File: config.mk
export PLATFORM = sky130hd
export DESIGN_NAME = speed_lim_mem_arbiter_flat
export DESIGN_NICKNAME = d
export VERILOG_FILES = /design/src/rtl/speed_lim_mem_arbiter_if.sv /design/src/rtl/speed_lim_mem_arbiter.sv /design/src/flat_wrapper.sv
export SDC_FILE = /design/constraint.sdc
export NUM_CORES = 1
export LEC_CHECK = 0
export BUFFER_PORTS_ARGS = -buffer_cell sky130_fd_sc_hd__buf_2
export CORE_ASPECT_RATIO = 0.8
export CORE_MARGIN = 2
export CORE_UTILIZATION = 26
export DETAILED_ROUTE_END_ITERATION = 16
export GPL_TIMING_DRIVEN = 0
export SKIP_LAST_GASP = 1
export SLEW_MARGIN = 15
export SYNTH_ARGS = -nofsm -noshare
export SYNTH_HDL_FRONTEND = slang
export SYNTH_SLANG_ARGS = --single-unit
File: constraint.sdc
create_clock -name clk -period 0.95 [get_ports clk]
set_input_delay 0.0475 -clock clk [delete_from_list [all_inputs] [get_ports clk]]
set_output_delay 0.0475 -clock clk [all_outputs]
set_load 0.1 [all_outputs]
File: src/rtl/speed_lim_mem_arbiter_if.sv
// Bus bundle for the speed-limit memory arbiter: lookup port, config port and
// the single-port memory it owns. The slave modport is the arbiter side.
interface speed_lim_mem_arbiter_if #(
  parameter int ADDR_W = 4,
  parameter int DATA_W = 7
);
  logic              init_done;
  logic              lk_req_valid;
  logic              lk_req_ready;
  logic [ADDR_W-1:0] lk_addr;
  logic              lk_rsp_valid;
  logic [DATA_W-1:0] lk_rsp_data;
  logic              cfg_req_valid;
  logic              cfg_req_ready;
  logic              cfg_we;
  logic [ADDR_W-1:0] cfg_addr;
  logic [DATA_W-1:0] cfg_wdata;
  logic              cfg_rsp_valid;
  logic [DATA_W-1:0] cfg_rsp_data;
  logic              mem_en;
  logic              mem_we;
  logic [ADDR_W-1:0] mem_addr;
  logic [DATA_W-1:0] mem_din;
  logic [DATA_W-1:0] mem_dout;

  modport slave (
    output init_done,
    input  lk_req_valid, lk_addr,
    output lk_req_ready, lk_rsp_valid, lk_rsp_data,
    input  cfg_req_valid, cfg_we, cfg_addr, cfg_wdata,
    output cfg_req_ready, cfg_rsp_valid, cfg_rsp_data,
    output mem_en, mem_we, mem_addr, mem_din,
    input  mem_dout
  );

  modport master (
    input  init_done,
    output lk_req_valid, lk_addr,
    input  lk_req_ready, lk_rsp_valid, lk_rsp_data,
    output cfg_req_valid, cfg_we, cfg_addr, cfg_wdata,
    input  cfg_req_ready, cfg_rsp_valid, cfg_rsp_data,
    input  mem_en, mem_we, mem_addr, mem_din,
    output mem_dout
  );
endinterface

File: src/rtl/speed_lim_mem_arbiter.sv
// Owns the single-port speed-limit table: init sweep after reset, then one
// access per cycle with lookup priority and a starvation guard for config.
module speed_lim_mem_arbiter #(
  parameter int ADDR_W     = 4,
  parameter int DATA_W     = 7,
  parameter int INIT_LIMIT = 40,
  parameter int MAX_WAIT   = 4
) (
  input  logic                    clk,
  input  logic                    rst,
  speed_lim_mem_arbiter_if.slave  bus
);
  localparam int WAIT_W = $clog2(MAX_WAIT + 1);
  localparam logic [ADDR_W-1:0] LAST_ADDR = {ADDR_W{1'b1}};

  typedef enum logic [0:0] {ST_INIT = 1'b0, ST_RUN = 1'b1} state_t;

  state_t            state_r;
  logic [ADDR_W-1:0] init_addr_r;
  logic [WAIT_W-1:0] wait_cnt_r;
  logic              tag_valid_r;
  logic              tag_cfg_r;
  logic              tag_write_r;
  logic [DATA_W-1:0] tag_wdata_r;
  logic              init_done_r;
  logic [DATA_W-1:0] lk_data_r;
  logic [DATA_W-1:0] cfg_data_r;

  logic              run_s, init_s, urgent_s;
  logic              lk_ready_s, cfg_ready_s, lk_acc_s, cfg_acc_s;
  logic              lk_rsp_s, cfg_rsp_s;
  logic [DATA_W-1:0] lk_rsp_data_s, cfg_rsp_data_s;

  // Arbitration, response steering; rst masks everything so outputs read 0 in reset
  always_comb begin
    run_s       = (state_r == ST_RUN) && !rst;
    init_s      = (state_r == ST_INIT) && !rst;
    urgent_s    = (wait_cnt_r >= WAIT_W'(MAX_WAIT));
    lk_ready_s  = run_s && !(urgent_s && bus.cfg_req_valid);
    cfg_ready_s = run_s && (!bus.lk_req_valid || urgent_s);
    lk_acc_s    = bus.lk_req_valid && lk_ready_s;
    cfg_acc_s   = bus.cfg_req_valid && cfg_ready_s && !lk_acc_s;
    lk_rsp_s    = tag_valid_r && !tag_cfg_r && !rst;
    cfg_rsp_s   = tag_valid_r && tag_cfg_r && !rst;
    lk_rsp_data_s  = lk_data_r;
    cfg_rsp_data_s = cfg_data_r;
    if (rst) begin
      lk_rsp_data_s  = {DATA_W{1'b0}};
      cfg_rsp_data_s = {DATA_W{1'b0}};
    end else begin
      if (lk_rsp_s) begin
        lk_rsp_data_s = bus.mem_dout;
      end else begin
        lk_rsp_data_s = lk_data_r;
      end
      if (cfg_rsp_s) begin
        cfg_rsp_data_s = tag_write_r ? tag_wdata_r : bus.mem_dout;
      end else begin
        cfg_rsp_data_s = cfg_data_r;
      end
    end
  end

  // Memory port mux: init sweep, else the accepted requester, else idle
  always_comb begin
    bus.mem_en   = 1'b0;
    bus.mem_we   = 1'b0;
    bus.mem_addr = {ADDR_W{1'b0}};
    bus.mem_din  = {DATA_W{1'b0}};
    if (init_s) begin
      bus.mem_en   = 1'b1;
      bus.mem_we   = 1'b1;
      bus.mem_addr = init_addr_r;
      bus.mem_din  = DATA_W'(INIT_LIMIT);
    end else if (lk_acc_s) begin
      bus.mem_en   = 1'b1;
      bus.mem_addr = bus.lk_addr;
    end else if (cfg_acc_s) begin
      bus.mem_en   = 1'b1;
      bus.mem_we   = bus.cfg_we;
      bus.mem_addr = bus.cfg_addr;
      bus.mem_din  = bus.cfg_wdata;
    end else begin
      bus.mem_en   = 1'b0;
    end
  end

  assign bus.init_done     = init_done_r;
  assign bus.lk_req_ready  = lk_ready_s;
  assign bus.cfg_req_ready = cfg_ready_s;
  assign bus.lk_rsp_valid  = lk_rsp_s;
  assign bus.lk_rsp_data   = lk_rsp_data_s;
  assign bus.cfg_rsp_valid = cfg_rsp_s;
  assign bus.cfg_rsp_data  = cfg_rsp_data_s;

  // Sequencer, starvation counter, in-flight tag and held response data
  always_ff @(posedge clk) begin
    if (rst) begin
      state_r     <= ST_INIT;
      init_addr_r <= {ADDR_W{1'b0}};
      wait_cnt_r  <= {WAIT_W{1'b0}};
      tag_valid_r <= 1'b0;
      tag_cfg_r   <= 1'b0;
      tag_write_r <= 1'b0;
      tag_wdata_r <= {DATA_W{1'b0}};
      init_done_r <= 1'b0;
      lk_data_r   <= {DATA_W{1'b0}};
      cfg_data_r  <= {DATA_W{1'b0}};
    end else begin
      case (state_r)
        ST_INIT: begin
          init_addr_r <= init_addr_r + ADDR_W'(1);
          if (init_addr_r == LAST_ADDR) begin
            state_r     <= ST_RUN;
            init_done_r <= 1'b1;
          end
        end
        ST_RUN:  state_r <= ST_RUN;
        default: state_r <= ST_INIT;
      endcase

      if (run_s) begin
        if (!bus.cfg_req_valid || cfg_acc_s) begin
          wait_cnt_r <= {WAIT_W{1'b0}};
        end else if (!cfg_ready_s && (wait_cnt_r < WAIT_W'(MAX_WAIT))) begin
          wait_cnt_r <= wait_cnt_r + WAIT_W'(1);
        end
      end

      tag_valid_r <= lk_acc_s || cfg_acc_s;
      tag_cfg_r   <= cfg_acc_s;
      tag_write_r <= cfg_acc_s && bus.cfg_we;
      tag_wdata_r <= bus.cfg_wdata;
      lk_data_r   <= lk_rsp_data_s;
      cfg_data_r  <= cfg_rsp_data_s;
    end
  end
endmodule
File: src/flat_wrapper.sv
// flat-port wrapper written by rule: the top's interface ports become plain ports
module speed_lim_mem_arbiter_flat 
#(
  parameter int ADDR_W     = 4,
  parameter int DATA_W     = 7,
  parameter int INIT_LIMIT = 40,
  parameter int MAX_WAIT   = 4
)
  (clk, rst, bus_init_done, bus_lk_req_valid, bus_lk_addr, bus_lk_req_ready, bus_lk_rsp_valid, bus_lk_rsp_data, bus_cfg_req_valid, bus_cfg_we, bus_cfg_addr, bus_cfg_wdata, bus_cfg_req_ready, bus_cfg_rsp_valid, bus_cfg_rsp_data, bus_mem_en, bus_mem_we, bus_mem_addr, bus_mem_din, bus_mem_dout);
  speed_lim_mem_arbiter_if #(.ADDR_W(ADDR_W), .DATA_W(DATA_W)) bus_i ();
  input  logic clk;
  input  logic rst;
  output wire logic [$bits(bus_i.init_done)-1:0] bus_init_done;
  input wire logic [$bits(bus_i.lk_req_valid)-1:0] bus_lk_req_valid;
  input wire logic [$bits(bus_i.lk_addr)-1:0] bus_lk_addr;
  output wire logic [$bits(bus_i.lk_req_ready)-1:0] bus_lk_req_ready;
  output wire logic [$bits(bus_i.lk_rsp_valid)-1:0] bus_lk_rsp_valid;
  output wire logic [$bits(bus_i.lk_rsp_data)-1:0] bus_lk_rsp_data;
  input wire logic [$bits(bus_i.cfg_req_valid)-1:0] bus_cfg_req_valid;
  input wire logic [$bits(bus_i.cfg_we)-1:0] bus_cfg_we;
  input wire logic [$bits(bus_i.cfg_addr)-1:0] bus_cfg_addr;
  input wire logic [$bits(bus_i.cfg_wdata)-1:0] bus_cfg_wdata;
  output wire logic [$bits(bus_i.cfg_req_ready)-1:0] bus_cfg_req_ready;
  output wire logic [$bits(bus_i.cfg_rsp_valid)-1:0] bus_cfg_rsp_valid;
  output wire logic [$bits(bus_i.cfg_rsp_data)-1:0] bus_cfg_rsp_data;
  output wire logic [$bits(bus_i.mem_en)-1:0] bus_mem_en;
  output wire logic [$bits(bus_i.mem_we)-1:0] bus_mem_we;
  output wire logic [$bits(bus_i.mem_addr)-1:0] bus_mem_addr;
  output wire logic [$bits(bus_i.mem_din)-1:0] bus_mem_din;
  input wire logic [$bits(bus_i.mem_dout)-1:0] bus_mem_dout;
  assign bus_init_done = bus_i.init_done;
  assign bus_i.lk_req_valid = bus_lk_req_valid;
  assign bus_i.lk_addr = bus_lk_addr;
  assign bus_lk_req_ready = bus_i.lk_req_ready;
  assign bus_lk_rsp_valid = bus_i.lk_rsp_valid;
  assign bus_lk_rsp_data = bus_i.lk_rsp_data;
  assign bus_i.cfg_req_valid = bus_cfg_req_valid;
  assign bus_i.cfg_we = bus_cfg_we;
  assign bus_i.cfg_addr = bus_cfg_addr;
  assign bus_i.cfg_wdata = bus_cfg_wdata;
  assign bus_cfg_req_ready = bus_i.cfg_req_ready;
  assign bus_cfg_rsp_valid = bus_i.cfg_rsp_valid;
  assign bus_cfg_rsp_data = bus_i.cfg_rsp_data;
  assign bus_mem_en = bus_i.mem_en;
  assign bus_mem_we = bus_i.mem_we;
  assign bus_mem_addr = bus_i.mem_addr;
  assign bus_mem_din = bus_i.mem_din;
  assign bus_i.mem_dout = bus_mem_dout;
  speed_lim_mem_arbiter #(.ADDR_W(ADDR_W), .DATA_W(DATA_W), .INIT_LIMIT(INIT_LIMIT), .MAX_WAIT(MAX_WAIT)) u_core (.clk(clk), .rst(rst), .bus(bus_i));
endmodule
==> impl_metrics.json <==
{
  "outcome": "complete, but fails checks",
  "violations": "negative setup slack",
  "synth_edf_count": 0,
  "path_class": "reg -> out",
  "yosys_warnings": 0,
  "power.density_nw_per_um2": 878,
  "insertion_delay_ns": 0.28,
  "final_common_cell": "buf_12",
  "peakVddDrop_v": 0.000766,
  "critPathMaxFanout": 4,
  "whs_path_depth": 2,
  "leakage_nw": 1.34,
  "r2r_setup_slack_ns": -0.37,
  "drtIter0Drc": 47,
  "instances_no_fill": 335,
  "diodes": 0,
  "cts-root-buf": "clkbuf_8",
  "overflow": 0,
  "r2r-end": "u_core.lk_data_r[0]",
  "ioPinCount": 59,
  "worstMarginPinSlew_ns": 0.567,
  "clk_pin_slew_ns": 0.08,
  "critPathArrivalTime_ns": 1.62,
  "final_hold_viol_count": 0,
  "grt_setup_unrepaired": "true",
  "p_total_mw": 2.95,
  "setup_viol": 56,
  "synthesis.area_um2": 1500,
  "drtAntennaViolNets": 0,
  "drt_wl_total_mm": 5.27,
  "grt_start_max_net_pins": 12,
  "place.gp.congestion": 0.764,
  "initial_utilization": 0.273,
  "drt_first_pass_iters": 4,
  "cp_data_required_time_ns": 0.90,
  "cts-buffers-inserted": 5,
  "slowest_delay_ns": 0.43,
  "drt_drc_violations_left": 0,
  "post-place-ws_ns": -0.746,
  "maxSlewHeadroom": 0.622,
  "fin_util": 0.611,
  "clockBufferDepth": 2,
  "timing.final.ws_setup_ns": -0.721,
  "syn-num-nets": 192,
  "r2r-start": "u_core.tag_cfg_r",
  "nets": 285,
  "clock.fmax_mhz": 599,
  "cts_sinks": 33,
  "vias": 1503,
  "maxCapViolations": 0,
  "synth_area_per_cell_um2": 9.20,
  "syn_to_final_growth_pct": 124,
  "track_usage": 0.170,
  "grt_pass1_vias": 1582,
  "via_per_inst": 4.49,
  "hpwl_mm": 3.04,
  "antenna_found_initial": 0,
  "startpoint_type": "flop",
  "drive_gt1_frac": 0.704,
  "holdPathEnd": "u_core.tag_wdata_r[2]",
  "crit_chain": "nor2b_4, nor3b_4, buf_6, a221o_4, buf_12",
  "routedWlPerCell_um": 15.7,
  "rows": 24,
  "slew_viol_final": 0,
  "tns_ns": -24.18,
  "die_w_um": 88.9,
  "dieArea_um2": 6390,
  "ys_types": 29,
  "finalCritPeriodShare": 1.76,
  "hp-class": "in -> reg",
  "fp.dieH_um": 71.9,
  "ys_seq_area_frac": 0.441,
  "ys_ff_latch": 33,
  "dp.cells": 299,
  "cts_tree": "done",
  "async_flop_share": 0,
  "min_period_ns": 1.67,
  "final_cell_mix": "buf_12 (33), buf_2 (26), dfxtp_1 (26)",
  "htree_levels": 2,
  "synthCells": 163,
  "io_buffers": 58,
  "reg2reg_depth": 6,
  "grt_first_pass_wirelength_mm": 8.29,
  "cp-end-kind": "primary output",
  "critPathSlowestCell": "a221o_4",
  "skew_ns": 0.0116,
  "coreArea_um2": 5500,
  "hp-start": "bus_cfg_wdata[2]",
  "synth_ff_type": "dfxtp_1"
}
==> kinds of logic after synthesis <==
| group | after synthesis | synth area share |
|---|---|---|
| and+or+nand+nor | 62 | 0.240 |
| AOI/OAI and AO/OA | 43 | 0.192 |
| DFF | 33 | 0.441 |
| buffers and inverters | 12 | 0.0392 |
| muxes | 8 | 0.0534 |
| xor gates and xnor gates | 3 | 0.0175 |
| adders and majority gates | 2 | 0.0167 |
==> synth_stat cells, types with 3 or more instances <==
cell | number | area share
and2_1 | 10 | 0.042
o21ai_0 | 14 | 0.047
buf_2 | 4 | 0.013
clkbuf_1 | 4 | 0.010
dfxtp_1 | 33 | 0.44
nor2b_1 | 9 | 0.038
nor2_1 | 17 | 0.043
a211oi_1 | 14 | 0.070
nand2b_1 | 10 | 0.042
mux2i_1 | 8 | 0.053
nand2_1 | 7 | 0.018
a221o_1 | 4 | 0.027
a21o_1 | 3 | 0.015
a21oi_1 | 5 | 0.017
==> registers in the layout (all words and copies together) (netlist names) <==
register and cells:
u_core.cfg_data_r 7, u_core.lk_data_r 7, u_core.tag_wdata_r 7, u_core.init_addr_r 4, u_core.wait_cnt_r 3, u_core.bus.init_done 1, u_core.state_r 1, u_core.tag_cfg_r 1
u_core.tag_valid_r 1, u_core.tag_write_r 1
==> worst max-delay path, delay by kind of cell, from the launching register on <==
kind            cells  cell delay (ns)
buf+inv             2             0.30
simple gates        2             0.25
compound gates      1             0.43
flops               1             0.36
==> metrics by stage <==
step / hold slack (ns) / instance area [µm²]
after floorplan: 0.175 / 1860
after global placement: 0.288 / 2240
after detailed placement: 0.285 / 2240
after CTS: 0.00410 / 3220
after global routing: 0.00286 / 3360
final: 0.00450 / 3360
==> worst max-delay path by stage <==
stage	from	slack (ns)	to
after floorplan	u_core.tag_cfg_r	-0.72	bus_cfg_rsp_data[0]
after global placement	u_core.state_r	-0.74	bus_mem_addr[3]
after detailed placement	u_core.state_r	-0.75	bus_mem_addr[2]
after CTS	u_core.state_r	-0.68	bus_mem_addr[3]
after global routing	u_core.wait_cnt_r[2]	-0.78	bus_mem_addr[1]
final	u_core.wait_cnt_r[2]	-0.72	bus_mem_addr[1]
==> power breakdown <==
part           internal, mW  leakage, nW  total (mW)  switching (mW)
registers              1.40        0.272        1.43          0.0244
logic                 0.193         1.02       0.485           0.291
clock network         0.506       0.0439        1.03           0.529
total                  2.10         1.34        2.95           0.845
==> layer usage <==
layer	GRT usage	wire length, µm
met1	0.219	2310
met2	0.290	2750
met3	0.0455	191
met4	0.0286	14
met5	0	0
==> area by class of cell <==
cell class / count / area (µm²)
Sequential cell: 33 / 677
Inverter: 1 / 3.75
Tap cell: 78 / 97.6
Clock inverter: 3 / 17.5
Clock buffer: 5 / 68.8
Buffer: 11 / 129
Timing Repair Buffer: 86 / 1060
Fill cell: 427 / 2140
Multi-Input combinational cell: 118 / 1300
==> timing repair <==
| item | CTS | global route |
|---|---|---|
| gates resized for setup | 193 | 23 |
| pin swaps | 22 | 9 |
| setup endpoints to repair | 51 | 57 |
| endpoints found under the hold margin | 2 | 0 |
| cloned | 2 | 0 |
| hold buffers | 2 | 0 |
| buffers inserted | 15 | 10 |
Note: power is estimated with default switching activity, not from simulation.
